**src/rtl/sysarray_ctrl_pkg.sv**
```systemverilog
// Shared definitions for the systolic array sequencer: array geometry,
// operand/PE latencies, derived counter widths, drain length and the
// controller state encoding.
package sysarray_ctrl_pkg;

  localparam int N      = 4;    // array dimension (rows = columns)
  localparam int K_MAX  = 256;  // longest reduction per tile
  localparam int RD_LAT = 1;    // operand buffer read latency
  localparam int PE_LAT = 1;    // sysblock register latency per hop

  localparam int KW = $clog2(K_MAX + 1);  // holds k_len up to K_MAX
  localparam int AW = $clog2(K_MAX);      // operand buffer address
  localparam int RW = $clog2(N);          // result row index

  // Cycles from the last operand read until the far corner PE has its
  // final product folded in: buffer latency, skew across rows plus
  // columns, and the last accumulate.
  localparam int D = RD_LAT + 2 * (N - 1) + PE_LAT;

  typedef enum logic [2:0] {
    ST_IDLE  = 3'd0,
    ST_CLEAR = 3'd1,
    ST_FEED  = 3'd2,
    ST_DRAIN = 3'd3,
    ST_OUT   = 3'd4
  } state_e;

endpackage

```
**src/rtl/sysarray_ctrl_skew_line.sv**
```systemverilog
// Skewed feed-enable generator: a shift register of the operand read
// strobe. Tap i is the read strobe delayed by RD_LAT+i cycles, so row i /
// column i sees valid operands exactly when its buffer data arrives.
module sysarray_ctrl_skew_line
  import sysarray_ctrl_pkg::*;
(
  input  logic         clk,
  input  logic         rst_n,
  input  logic         rd_en,
  output logic [N-1:0] feed_en
);

  localparam int DEPTH = N + RD_LAT - 1;

  logic [DEPTH-1:0] sr_q;
  logic [DEPTH:0]   line;

  // line[j] is rd_en delayed by j cycles
  assign line    = {sr_q, rd_en};
  assign feed_en = line[RD_LAT +: N];

  // Shift the read strobe one stage per cycle, cleared on reset
  always_ff @(posedge clk or negedge rst_n) begin
    if (!rst_n) sr_q <= '0;
    else        sr_q <= line[DEPTH-1:0];
  end

endmodule

```
**src/rtl/sysarray_ctrl.sv**
```systemverilog
// Output-stationary tile sequencer for an N x N sysblock MAC array:
// clear accumulators, stream K operand reads, wait out the array drain,
// then hand result rows downstream.
// Optional build macro SYSCTRL_PERF_EN adds busy/stall cycle counters.
//
// Result port handshake: out_valid is high for the whole OUT phase and
// out_row is stable while out_valid && !out_ready; a row transfers on any
// cycle with out_valid && out_ready, after which out_row advances (or the
// tile completes after row N-1 and done pulses in the following cycle).
module sysarray_ctrl
  import sysarray_ctrl_pkg::*;
(
  input  logic          clk,
  input  logic          rst,
  input  logic          start,
  input  logic [KW-1:0] k_len,
  output logic          busy,
  output logic          done,
  output logic          err,
  output logic          rd_en,
  output logic [AW-1:0] rd_addr,
  output logic [N-1:0]  feed_en,
  output logic          pe_clr,
  output logic          out_valid,
  output logic [RW-1:0] out_row,
  input  logic          out_ready,
  output logic [2:0]    dbg_state
`ifdef SYSCTRL_PERF_EN
  ,
  output logic [31:0]   perf_cycles,
  output logic [31:0]   perf_stall
`endif
);

  state_e        state_q, state_d;
  logic [KW-1:0] cnt_q, cnt_d;    // k index in FEED, drain count in DRAIN
  logic [KW-1:0] klen_q, klen_d;
  logic [RW-1:0] row_q, row_d;
  logic          done_q, done_d;
  logic          err_q, err_d;

  // State and counter registers
  always_ff @(posedge clk or negedge rst) begin
    if (!rst) begin
      state_q <= ST_IDLE;
      cnt_q   <= '0;
      klen_q  <= '0;
      row_q   <= '0;
      done_q  <= 1'b0;
      err_q   <= 1'b0;
    end else begin
      state_q <= state_d;
      cnt_q   <= cnt_d;
      klen_q  <= klen_d;
      row_q   <= row_d;
      done_q  <= done_d;
      err_q   <= err_d;
    end
  end

  // Next-state, counter updates and completion/refusal pulses
  always_comb begin
    state_d = state_q;
    cnt_d   = cnt_q;
    klen_d  = klen_q;
    row_d   = row_q;
    done_d  = 1'b0;
    err_d   = 1'b0;
    unique case (state_q)
      ST_IDLE: begin
        if (start) begin
          if (k_len == '0 || k_len > KW'(K_MAX)) begin
            err_d = 1'b1;
          end else begin
            klen_d  = k_len;
            cnt_d   = '0;
            state_d = ST_CLEAR;
          end
        end
      end
      ST_CLEAR: begin
        cnt_d   = '0;
        state_d = ST_FEED;
      end
      ST_FEED: begin
        if (cnt_q == klen_q - 1'b1) begin
          cnt_d   = '0;
          state_d = ST_DRAIN;
        end else begin
          cnt_d = cnt_q + 1'b1;
        end
      end
      ST_DRAIN: begin
        if (cnt_q == KW'(D - 1)) begin
          cnt_d   = '0;
          row_d   = '0;
          state_d = ST_OUT;
        end else begin
          cnt_d = cnt_q + 1'b1;
        end
      end
      ST_OUT: begin
        if (out_ready) begin
          if (row_q == RW'(N - 1)) begin
            row_d   = '0;
            done_d  = 1'b1;
            state_d = ST_IDLE;
          end else begin
            row_d = row_q + 1'b1;
          end
        end
      end
      default: state_d = ST_IDLE;
    endcase
  end

  // Moore outputs; PEs stay cleared for as long as reset is held
  always_comb begin
    busy      = (state_q != ST_IDLE);
    rd_en     = (state_q == ST_FEED);
    rd_addr   = rd_en ? cnt_q[AW-1:0] : '0;
    out_valid = (state_q == ST_OUT);
    out_row   = row_q;
    pe_clr    = !rst || (state_q == ST_CLEAR);
    done      = done_q;
    err       = err_q;
    dbg_state = state_q;
  end

  sysarray_ctrl_skew_line u_skew (
    .clk     (clk),
    .rst_n   (rst),
    .rd_en   (rd_en),
    .feed_en (feed_en)
  );

`ifdef SYSCTRL_PERF_EN
  // Saturating busy-cycle and output-stall counters, cleared only by reset
  always_ff @(posedge clk or negedge rst) begin
    if (!rst) begin
      perf_cycles <= '0;
      perf_stall  <= '0;
    end else begin
      if (busy && perf_cycles != 32'hFFFF_FFFF)
        perf_cycles <= perf_cycles + 32'd1;
      if (out_valid && !out_ready && perf_stall != 32'hFFFF_FFFF)
        perf_stall <= perf_stall + 32'd1;
    end
  end
`endif

endmodule

```
**config.mk**
```make
export PLATFORM = sky130hd
export DESIGN_NAME = sysarray_ctrl
export DESIGN_NICKNAME = d
export VERILOG_FILES = /design/src/rtl/sysarray_ctrl_pkg.sv /design/src/rtl/sysarray_ctrl_skew_line.sv /design/src/rtl/sysarray_ctrl.sv
export SDC_FILE = /design/constraint.sdc
export NUM_CORES = 1
export LEC_CHECK = 0
export ABC_AREA = 1
export CORE_UTILIZATION = 48
export CTS_BUF_LIST = sky130_fd_sc_hd__clkbuf_4
export DETAILED_ROUTE_END_ITERATION = 6
export PLACE_DENSITY = 0.76
export SYNTH_ARGS = -nofsm -noshare
export SYNTH_HDL_FRONTEND = slang
export SYNTH_HIERARCHICAL = 1
export SYNTH_SLANG_ARGS = --single-unit
```
**constraint.sdc**
```tcl
create_clock -name clk -period 1.6 [get_ports clk]
set_input_delay 0.24 -clock clk [delete_from_list [all_inputs] [get_ports clk]]
set_output_delay 0.24 -clock clk [all_outputs]
set_load 0.01 [all_outputs]
```
==> impl_metrics.xml <==
<?xml version="1.0" encoding="UTF-8"?>
<metrics>
  <group name="clock_tree">
    <metric name="cts_hold_buf" unit="">0</metric>
    <metric name="cts_max_level" unit="">2</metric>
    <metric name="insertion_delay" unit="ns">0.33</metric>
    <metric name="worst_setup_hold_path_clk_slew" unit="ns">0.09</metric>
    <metric name="cts_inserted_buffers" unit="">5</metric>
    <metric name="tritoncts" unit="">built</metric>
    <metric name="clk_root_buffer_cell" unit="">sky130_fd_sc_hd__clkbuf_4</metric>
    <metric name="cts_max_path_buffers" unit="">2</metric>
    <metric name="numClockSinks" unit="">29</metric>
  </group>
  <group name="floorplan">
    <metric name="die_w" unit="um">64.0</metric>
    <metric name="dieArea" unit="um^2">4090</metric>
    <metric name="total_i_o_pin_count" unit="">36</metric>
    <metric name="core_region_area" unit="um^2">3660</metric>
    <metric name="floorplan.die.height" unit="um">64.0</metric>
    <metric name="initial_core_util" unit="%">50.3</metric>
    <metric name="std_cell_rows" unit="">22</metric>
  </group>
  <group name="timing">
    <metric name="finalCritPeriodShare" unit="%">106</metric>
    <metric name="grt_setup_unrepaired" unit="">yes</metric>
    <metric name="setup_viol" unit="">20</metric>
    <metric name="hold_vio_cnt_final" unit="">0</metric>
    <metric name="finalClockSkew" unit="ns">0.00289</metric>
    <metric name="worstMarginPinSlew" unit="ns">0.383</metric>
    <metric name="postLayoutSetupSlackWorst" unit="ns">-0.0906</metric>
    <metric name="fmaxAchievable" unit="GHz">0.591</metric>
    <metric name="layout_min_cycle_time" unit="ns">1.69</metric>
    <metric name="max_slew_margin" unit="%">74.2</metric>
    <metric name="fin_worst_hold_slack" unit="ns">0.322</metric>
    <metric name="finalMaxSlewViolations" unit="">0</metric>
  </group>
  <group name="setup_path">
    <metric name="cp-start-kind" unit="">register</metric>
    <metric name="crit_slowest_cell" unit="">sky130_fd_sc_hd__dfrtp_1</metric>
    <metric name="crit_top_cell" unit="">sky130_fd_sc_hd__nand2_1</metric>
    <metric name="max_stage_delay" unit="ns">0.39</metric>
    <metric name="crit_family" unit="">simple AND/OR/NAND/NOR gates</metric>
    <metric name="crit_type" unit="">register to register</metric>
    <metric name="crit_fanout" unit="">9</metric>
    <metric name="end_kind" unit="">register</metric>
    <metric name="crit_chain" unit="">inv_2, ha_4, nand2_2, inv_2, nor2_1, nand2_1, nor2_1, nand3_1, nor2_2, nand3_2, nand2_4, nand2_8, nand2_1, nand2_1</metric>
    <metric name="arrival" unit="ns">1.92</metric>
    <metric name="crit_required" unit="ns">1.83</metric>
    <metric name="worst-path-buf-inv" unit="">2</metric>
  </group>
  <group name="finish">
    <metric name="nFillCells" unit="">291</metric>
    <metric name="layout.cells.most_common_list" unit="">77 x sky130_fd_sc_hd__nand2_1, 34 x sky130_fd_sc_hd__inv_1, 30 x sky130_fd_sc_hd__nor2_1, 30 x sky130_fd_sc_hd__buf_4, 29 x sky130_fd_sc_hd__dfrtp_1</metric>
    <metric name="multi_input_area" unit="um^2">1040</metric>
    <metric name="final_design_area_no_fill" unit="um^2">2680</metric>
    <metric name="antenna-diode-count" unit="">0</metric>
    <metric name="regArea" unit="um^2">726</metric>
    <metric name="layout_commonest_cell" unit="">sky130_fd_sc_hd__nand2_1</metric>
    <metric name="post-route-util" unit="%">73.2</metric>
    <metric name="post_layout_nonfiller_instances" unit="">391</metric>
    <metric name="area.growth.synth_to_final" unit="%">45.3</metric>
    <metric name="layout.nets" unit="">358</metric>
    <metric name="post_route_cells_drive_above_1_share" unit="%">29.7</metric>
  </group>
  <group name="drt">
    <metric name="dr.pass1.iters" unit="">5</metric>
    <metric name="vias_per_cell" unit="">4.78</metric>
    <metric name="routed_wl" unit="mm">4.50</metric>
    <metric name="drcViolationCount" unit="">0</metric>
    <metric name="ant_nets" unit="">0</metric>
    <metric name="total_number_of_vias" unit="">1870</metric>
    <metric name="drt-initial-drc-count" unit="">47</metric>
    <metric name="post_drt_wl_per_cell" unit="um">11.5</metric>
  </group>
  <group name="global_routing">
    <metric name="antenna_found_initial" unit="">0</metric>
    <metric name="grt_start_max_net_pins" unit="">30</metric>
    <metric name="grt_pass1_wl" unit="mm">7.64</metric>
    <metric name="globalRoute.totalOverflow" unit="">0</metric>
    <metric name="vias_in_the_first_global_route" unit="">1742</metric>
    <metric name="grtUsageTotal" unit="%">24.1</metric>
  </group>
  <group name="hold_path">
    <metric name="hold_path_class" unit="">input pin to async pin</metric>
  </group>
  <group name="yosys">
    <metric name="syn_nets" unit="">283</metric>
    <metric name="ys_seq_area_share" unit="%">39.4</metric>
    <metric name="synth_cell_types" unit="">25</metric>
    <metric name="synth_seq_cells" unit="">29</metric>
    <metric name="syn-instance-count" unit="">267</metric>
    <metric name="netlist_area" unit="um^2">1840</metric>
    <metric name="post_synth.cell_area_avg" unit="um^2">6.90</metric>
    <metric name="ys_warn_count" unit="">6</metric>
  </group>
  <group name="power">
    <metric name="peakVddDrop" unit="mV">1.08</metric>
    <metric name="pwr_density_cell" unit="nW/um^2">1590</metric>
    <metric name="finalPower" unit="uW">4270</metric>
    <metric name="total_leakage_power" unit="uW">0.00140</metric>
  </group>
  <group name="placement">
    <metric name="routabilityCongestion" unit="">0.797</metric>
    <metric name="placed_cells" unit="">375</metric>
    <metric name="hpwl" unit="mm">3.16</metric>
    <metric name="placedInstanceArea" unit="um^2">2470</metric>
    <metric name="number_of_input_and_output_port_buffers_inserted" unit="">35</metric>
  </group>
  <group name="run_status">
    <metric name="failing_checks" unit="">setup timing</metric>
    <metric name="status" unit="">complete, but fails checks</metric>
  </group>
  <group name="run">
    <metric name="drv.max_cap_violation_count" unit="">0</metric>
  </group>
</metrics>
-- where the power goes --
group / switching, uW / leakage, uW / total (uW) / internal (uW)
logic: 1470 / 0.000990 / 2720 / 1250
registers: 183 / 0.000381 / 1130 / 946
clock network: 259 / 0.0000300 / 418 / 158
-- worst paths after layout --
path,startpoint,end,slack [ns],cells past startpoint
max in group asynchronous,rst,klen_q[1],1.00,2
min in group clk,u_skew/feed_en[2],u_skew/feed_en[3],0.38,0
worst min register to register,u_skew/feed_en[2],u_skew/feed_en[3],0.38,0
worst min-delay path,rst,dbg_state[0],0.32,2
worst max register to register,klen_q[0],cnt_q[4],-0.09,14
worst max-delay path,klen_q[0],cnt_q[4],-0.09,14
-- stage by stage --
stage               worst slack, ns  setup TNS [ns]
floorplan                    0.0105               0
global placement             -0.145           -3.64
detailed placement           -0.219           -4.80
CTS                          -0.118           -1.56
global route                 -0.241           -3.77
finish                      -0.0906           -1.61
-- synth_stat cells (all sizes together) --
cell type	n	area, um^2
ha	3	37.5
nor3	4	36.3
nand2	84	340
o21ai	14	70.1
nand4	5	31.3
a31oi	1	6.26
nor3b	2	15.0
xnor2	3	26.3
nand3	14	85.1
clkinv	3	11.3
a21oi	2	10.0
nor2	50	215
inv	46	173
dfrtp	29	726
buf	1	7.51
xor2	6	52.6
-- per-layer routing --
layer,up-vias,part of all wire [%],global-route usage (%)
li1,964,-,-
met2,32,53,42.4
met4,0,0.76,6.82
met3,5,3.6,4.29
met1,869,43,30.0
met5,-,0,0
-- registers in the layout, summed over array words and instances (netlist names) --
signal	flops
err	1
klen_q	9
dbg_state	3
out_row	2
u_skew/feed_en	4
cnt_q	9
done	1
-- worst register-to-register path, stage by stage (launching register included) --
cell and delay [ns]:
sky130_fd_sc_hd__dfrtp_1 0.39, sky130_fd_sc_hd__inv_2 0.08, sky130_fd_sc_hd__ha_4 0.20, sky130_fd_sc_hd__nand2_2 0.06, sky130_fd_sc_hd__inv_2 0.03, sky130_fd_sc_hd__nor2_1 0.07
sky130_fd_sc_hd__nand2_1 0.07, sky130_fd_sc_hd__nor2_1 0.10, sky130_fd_sc_hd__nand3_1 0.08, sky130_fd_sc_hd__nor2_2 0.10, sky130_fd_sc_hd__nand3_2 0.09, sky130_fd_sc_hd__nand2_4 0.11
sky130_fd_sc_hd__nand2_8 0.08, sky130_fd_sc_hd__nand2_1 0.07, sky130_fd_sc_hd__nand2_1 0.04
-- repair_timing --
item | in CTS | in global routing
setup buffers | 5 | 3
pin swaps | 3 | 6
endpoints found under the setup margin | 22 | 31
cloned | 0 | 0
gates resized for setup | 62 | 34
-- cells by family after synthesis --
kind of cell             Yosys count  synth area share, %
AO/OA/AOI/OAI                     17                 4.68
AND/OR/NAND/NOR                  159                 39.2
XOR/XNOR                           9                 4.28
flip-flops                        29                 39.4
buffers and inverters             50                 10.4
adder cells (fa/ha/maj)            3                 2.04
-- cell type report --
cell class | instances | share of cell area (%)
multi-input combinational | 188 | 38.9
sequential | 29 | 27.1
timing repair buffer | 69 | 22.9
inverter | 49 | 6.96
tap | 48 | 2.24
clock buffer | 5 | 1.40
clock inverter | 3 | 0.467
No activity file was read; power rests on OpenSTA's default activity.
